## config.mk

```make
export PLATFORM = sky130hd
export DESIGN_NAME = spi_cmd_rx
export DESIGN_NICKNAME = d
export VERILOG_FILES = /design/src/rtl/spi_pkg.sv /design/src/rtl/spi_sync.sv /design/src/rtl/spi_cmd_rx.sv
export SDC_FILE = /design/constraint.sdc
export NUM_CORES = 1
export LEC_CHECK = 0
export ABC_AREA = 1
export BUFFER_PORTS_ARGS = -buffer_cell sky130_fd_sc_hd__buf_4
export CAP_MARGIN = 5
export CORE_MARGIN = 8
export CORE_UTILIZATION = 39
export CTS_BUF_LIST = sky130_fd_sc_hd__clkbuf_4
export DETAILED_ROUTE_END_ITERATION = 6
export PLACE_DENSITY = 0.58
export SLEW_MARGIN = 15
export SYNTH_ARGS = -nofsm -noshare
export SYNTH_HDL_FRONTEND = slang
export SYNTH_HIERARCHICAL = 1
export SYNTH_SLANG_ARGS = --single-unit
```

## constraint.sdc

```tcl
create_clock -name clk -period 1.5 [get_ports clk]
set_input_delay 0 -clock clk [delete_from_list [all_inputs] [get_ports clk]]
set_output_delay 0 -clock clk [all_outputs]
set_load 0.01 [all_outputs]
```

## src/rtl/spi_pkg.sv

```systemverilog
// ============================================================================
// Module : spi_pkg
// Brief  : Shared SPI receiver types and BNN command byte constants.
// Rev    : 1.0  initial release
// ============================================================================
`default_nettype none

package spi_pkg;

    typedef enum logic [0:0] {
        IDLE   = 1'b0,
        ACTIVE = 1'b1
    } spi_state_t;

    localparam int SPI_BYTE_W = 8;

    localparam logic [SPI_BYTE_W-1:0] CMD_RESET  = 8'h00;
    localparam logic [SPI_BYTE_W-1:0] CMD_INPUT  = 8'hB1;
    localparam logic [SPI_BYTE_W-1:0] CMD_WEIGHT = 8'hB2;
    localparam logic [SPI_BYTE_W-1:0] CMD_BIAS   = 8'hB3;

endpackage

`default_nettype wire

```

## src/rtl/spi_sync.sv

```systemverilog
// ============================================================================
// Module : spi_sync
// Brief  : SYNC_STAGES-deep synchroniser for one SPI pin with edge pulses.
// Rev    : 1.0  initial release
// ============================================================================
`default_nettype none

module spi_sync #(
    parameter int SYNC_STAGES = 2
) (
    input  logic clk,
    input  logic din,
    output logic dout,
    output logic rise,
    output logic fall
);

    logic [SYNC_STAGES-1:0] chain;
    logic                   prev;

    // No reset here: a cs_n held low through rst must not look like a new
    // falling edge once rst is released.
    always_ff @(posedge clk) begin
        chain <= {chain[SYNC_STAGES-2:0], din};
        prev  <= chain[SYNC_STAGES-1];
    end

    assign dout = chain[SYNC_STAGES-1];
    assign rise = dout & ~prev;
    assign fall = ~dout & prev;

endmodule

`default_nettype wire

```

## src/rtl/spi_cmd_rx.sv

```systemverilog
// ============================================================================
// Module : spi_cmd_rx
// Brief  : Mode-0 SPI slave byte receiver feeding the BNN command decoder.
//          Build option SPI_ECHO_EN: MISO echoes the previous received byte.
// Rev    : 1.0  initial release
// ============================================================================
`default_nettype none

module spi_cmd_rx
    import spi_pkg::*;
#(
    parameter int SYNC_STAGES = 2,
    parameter int CNT_W       = 8
) (
    input  logic             clk,
    input  logic             rst,
    input  logic             spi_sck,
    input  logic             spi_cs_n,
    input  logic             spi_mosi,
    output logic             spi_miso,
    output logic [7:0]       cmd_byte,
    output logic             cmd_valid,
    input  logic             cmd_ready,
    input  logic [3:0]       results,
    output logic             frame_active,
    output logic [CNT_W-1:0] byte_cnt,
    output logic             overrun,
    input  logic             err_clr
);

    localparam logic [0:0]       ST_IDLE   = 1'b0;
    localparam logic [0:0]       ST_ACTIVE = 1'b1;
    localparam logic [CNT_W-1:0] CNT_ONE   = {{(CNT_W-1){1'b0}}, 1'b1};

    logic sck_rise, sck_fall, cs_rise, cs_fall, mosi_s;
    logic unused_sck_lvl, unused_cs_lvl, unused_mosi_rise, unused_mosi_fall;

    spi_sync #(.SYNC_STAGES(SYNC_STAGES)) u_sync_sck (
        .clk (clk), .din (spi_sck), .dout (unused_sck_lvl),
        .rise(sck_rise), .fall(sck_fall)
    );
    spi_sync #(.SYNC_STAGES(SYNC_STAGES)) u_sync_cs (
        .clk (clk), .din (spi_cs_n), .dout (unused_cs_lvl),
        .rise(cs_rise), .fall(cs_fall)
    );
    spi_sync #(.SYNC_STAGES(SYNC_STAGES)) u_sync_mosi (
        .clk (clk), .din (spi_mosi), .dout (mosi_s),
        .rise(unused_mosi_rise), .fall(unused_mosi_fall)
    );

    logic [0:0] state;
    logic [2:0] bit_cnt;
    logic [7:0] rx_shift;
    logic [7:0] tx_shift;
    logic       tx_last;
    logic       rx_done;
    logic [7:0] reload;
    logic [7:0] start_load;

`ifdef SPI_ECHO_EN
    logic [3:0] unused_results;
    assign unused_results = results;
    assign reload         = rx_shift;
    assign start_load     = 8'h00;
`else
    assign reload         = {4'h0, results};
    assign start_load     = {4'h0, results};
`endif

    always_ff @(posedge clk) begin
        if (rst) begin
            state    <= ST_IDLE;
            bit_cnt  <= 3'd0;
            rx_shift <= 8'h00;
            tx_shift <= 8'h00;
            spi_miso <= 1'b0;
            tx_last  <= 1'b0;
            rx_done  <= 1'b0;
        end else begin
            rx_done <= 1'b0;
            case (state)
                ST_IDLE: begin
                    if (cs_fall) begin
                        state    <= ST_ACTIVE;
                        bit_cnt  <= 3'd0;
                        tx_shift <= start_load;
                        spi_miso <= start_load[7];
                        tx_last  <= 1'b0;
                    end
                end
                ST_ACTIVE: begin
                    if (cs_rise) begin
                        state    <= ST_IDLE;
                        bit_cnt  <= 3'd0;
                        spi_miso <= 1'b0;
                        tx_last  <= 1'b0;
                    end else if (sck_rise) begin
                        rx_shift <= {rx_shift[6:0], mosi_s};
                        bit_cnt  <= bit_cnt + 3'd1;
                        if (bit_cnt == 3'd7) begin
                            rx_done <= 1'b1;
                            tx_last <= 1'b1;
                        end
                    end else if (sck_fall) begin
                        // The fall after the 8th rise presents the next byte's MSB.
                        if (tx_last) begin
                            tx_shift <= reload;
                            spi_miso <= reload[7];
                            tx_last  <= 1'b0;
                        end else begin
                            tx_shift <= {tx_shift[6:0], 1'b0};
                            spi_miso <= tx_shift[6];
                        end
                    end
                end
                default: state <= ST_IDLE;
            endcase
        end
    end

    always_ff @(posedge clk) begin
        if (rst) begin
            cmd_byte  <= 8'h00;
            cmd_valid <= 1'b0;
            byte_cnt  <= '0;
            overrun   <= 1'b0;
        end else begin
            if (err_clr) begin
                overrun <= 1'b0;
            end
            if (rx_done) begin
                if (!cmd_valid || cmd_ready) begin
                    cmd_byte  <= rx_shift;
                    cmd_valid <= 1'b1;
                end else begin
                    overrun <= 1'b1;
                end
            end else if (cmd_valid && cmd_ready) begin
                cmd_valid <= 1'b0;
            end
            if (state == ST_IDLE && cs_fall) begin
                byte_cnt <= '0;
            end else if (rx_done && byte_cnt != '1) begin
                byte_cnt <= byte_cnt + CNT_ONE;
            end
        end
    end

    assign frame_active = (state == ST_ACTIVE);

endmodule

`default_nettype wire
```

==> results.sh <==
export IMPL_rr_startpoint="u_sync_sck/chain[1]"
export IMPL_rsz0062_at_grt="yes"
export IMPL_reg2regPathDepth=8
export IMPL_yosys_warnings=6
export IMPL_drtIter0Drc=97
export IMPL_ant_nets=0
export IMPL_powerDensity_mw_per_mm2=893
export IMPL_cp_end_kind="register"
export IMPL_place_hpwl_mm=2.67
export IMPL_synthToLayoutAreaGrowth_pct=22.9
export IMPL_whs_path_depth=2
export IMPL_die_h_um=86.7
export IMPL_outcome="finished clean"
export IMPL_postSynthCellCount=261
export IMPL_max_freq_mhz=735
export IMPL_leakagePower_uw=0.00112
export IMPL_cts_tree="built"
export IMPL_hold_class="in -> reg"
export IMPL_io_buffers=30
export IMPL_cts_buffer_depth=2
export IMPL_reg2reg_slack_ns=0.14
export IMPL_cts_max_level=2
export IMPL_cts_made_buffers=5
export IMPL_place_gp_congestion=0.742
export IMPL_slew_violations=0
export IMPL_fin_skew_ns=0.0145
export IMPL_final_setup_tns_ns=0
export IMPL_drt_total_wl_mm=3.92
export IMPL_start_util_pct=40.7
export IMPL_die_x_um=86.7
export IMPL_drive_gt1_share_pct=20.0
export IMPL_criticalPathCategory="reg -> reg"
export IMPL_gr_total_overflow=0
export IMPL_hold_violations=0
export IMPL_min_period_ns=1.36
export IMPL_setup_viol=0
export IMPL_placed_cell_area_mm2=0.00223
export IMPL_drcViolationCount=0
export IMPL_stdcell_area_mm2=0.00239
export IMPL_track_usage_pct=11.6
export IMPL_dr_pass1_iters=4
export IMPL_fin_util_pct=50.0
export IMPL_vias=1633
export IMPL_via_per_inst=4.39
export IMPL_cp_required_ns=1.76
export IMPL_post_route_period_util_pct=90.7
export IMPL_holdPathEnd="u_sync_sck/chain[0]"
export IMPL_slew_headroom_pct=78.7
export IMPL_antenna_cells=0
export IMPL_fillers=522
export IMPL_antenna_found_initial=0
export IMPL_min_from="spi_sck"
export IMPL_cp_max_fo=11
export IMPL_grt_pass1_wl_mm=7.04
export IMPL_syn_num_nets=275
export IMPL_detail_route_wl_per_cell_um=10.5
export IMPL_rows=25
export IMPL_cts_sinks=48
export IMPL_cp_arrival_ns=1.62
export IMPL_drv_cap=0
export IMPL_postCtsSetupBuffers=0
export IMPL_clk_pin_slew_ns=0.12
export IMPL_coreArea_mm2=0.00479
export IMPL_worstSetupStartpointType="register"
export IMPL_dieArea_mm2=0.00751
export IMPL_first_global_vias=1623
export IMPL_grt_max_degree=23
export IMPL_io_pins=31
export IMPL_r2r_end="tx_shift[6]"
export IMPL_insertion_delay_ns=0.37
export IMPL_worst_slew_pin_transition_ns=0.319
export IMPL_syn_area_per_cell_um2=7.46
export IMPL_vdd_ir_drop_worst_v=0.000454
export IMPL_layout_nets=319
export IMPL_synth_area_mm2=0.00195
export IMPL_root_buffer="clkbuf_4"
==> power by group <==
group	leakage [µW]	total, µW	switching [µW]	internal, µW
registers	0.000392	1340	25.7	1320
logic	0.000696	214	119	94.8
clock network	0.0000315	580	388	192
==> critical path, stage by stage, from the launching register on <==
cell and delay [ns]:
dfxtp_1 0.34, inv_1 0.05, nor2_1 0.07, o21ai_2 0.18
inv_1 0.10, nor2_4 0.30, nand2_1 0.11, o21ai_2 0.07
nor2_1 0.05
==> per-stage QoR <==
stage                     std cells  power [µW]  setup WS [ns]  hold WS (ns)
after floorplan                 261        1520          0.244        0.0277
after global placement          354        1570          0.150         0.105
after detailed placement        354        1570          0.107         0.105
after CTS                       372        2170         0.0772         0.266
after global routing            372        2260        -0.0203         0.250
final                           372        2140          0.139         0.285
==> sequential cells by signal, summed over array words and instances, names as in the netlist <==
register	flops
cmd_byte	8
rx_done	1
frame_active	1
byte_cnt	8
u_sync_cs/prev	1
u_sync_mosi/chain	2
u_sync_sck/prev	1
rx_shift	8
u_sync_cs/chain	2
tx_shift	7
overrun	1
cmd_valid	1
spi_miso	1
bit_cnt	3
u_sync_sck/chain	2
tx_last	1
==> cell type report <==
class	instances	area [µm²]	share of cell area (%)
Sequential cell	48	961	40.1
Multi-Input combinational cell	178	841	35.1
Timing Repair Buffer	43	350	14.6
Inverter	29	109	4.55
Tap cell	67	83.8	3.50
Clock buffer	6	45.0	1.88
Clock inverter	1	5.00	0.209
==> cells in the final DEF, fill, tap and decap left out, types with 5 or more instances in the layout <==
cell type	n
nor2_1	59
nand2_1	52
dfxtp_1	48
buf_4	32
inv_1	26
o21ai_0	20
a21oi_1	13
dlygate4sd3_1	11
nand2_2	8
nand3_1	7
clkbuf_4	6
o21ai_2	5
==> metal layers <==
| metal | GRT usage, % | wire length (µm) |
|---|---|---|
| met1 | 13.4 | 1960 |
| met2 | 19.4 | 1790 |
| met3 | 3.69 | 119 |
| met4 | 4.69 | 59 |
| met5 | 0 | 0 |
==> worst max-delay path by stage <==
stage                        start  slack, ns  cells after the start           to
3_5_place_dp           byte_cnt[0]       0.11                      7  byte_cnt[0]
6_report       u_sync_sck/chain[1]       0.14                      8  tx_shift[6]
4_1_cts                  cmd_valid       0.08                      5      overrun
5_1_grt         u_sync_cs/chain[1]      -0.02                      9  rx_shift[3]
2_1_floorplan          byte_cnt[0]       0.24                      8  byte_cnt[5]
3_3_place_gp           byte_cnt[0]       0.15                      7  byte_cnt[0]
==> what timing repair did <==
item / CTS / global route
gates resized for setup: 0 / 2
hold endpoints to repair: 13 / 0
endpoints found under the setup margin: 0 / 13
hold buffers: 11 / 0
Power figures use the tool's default switching activity.
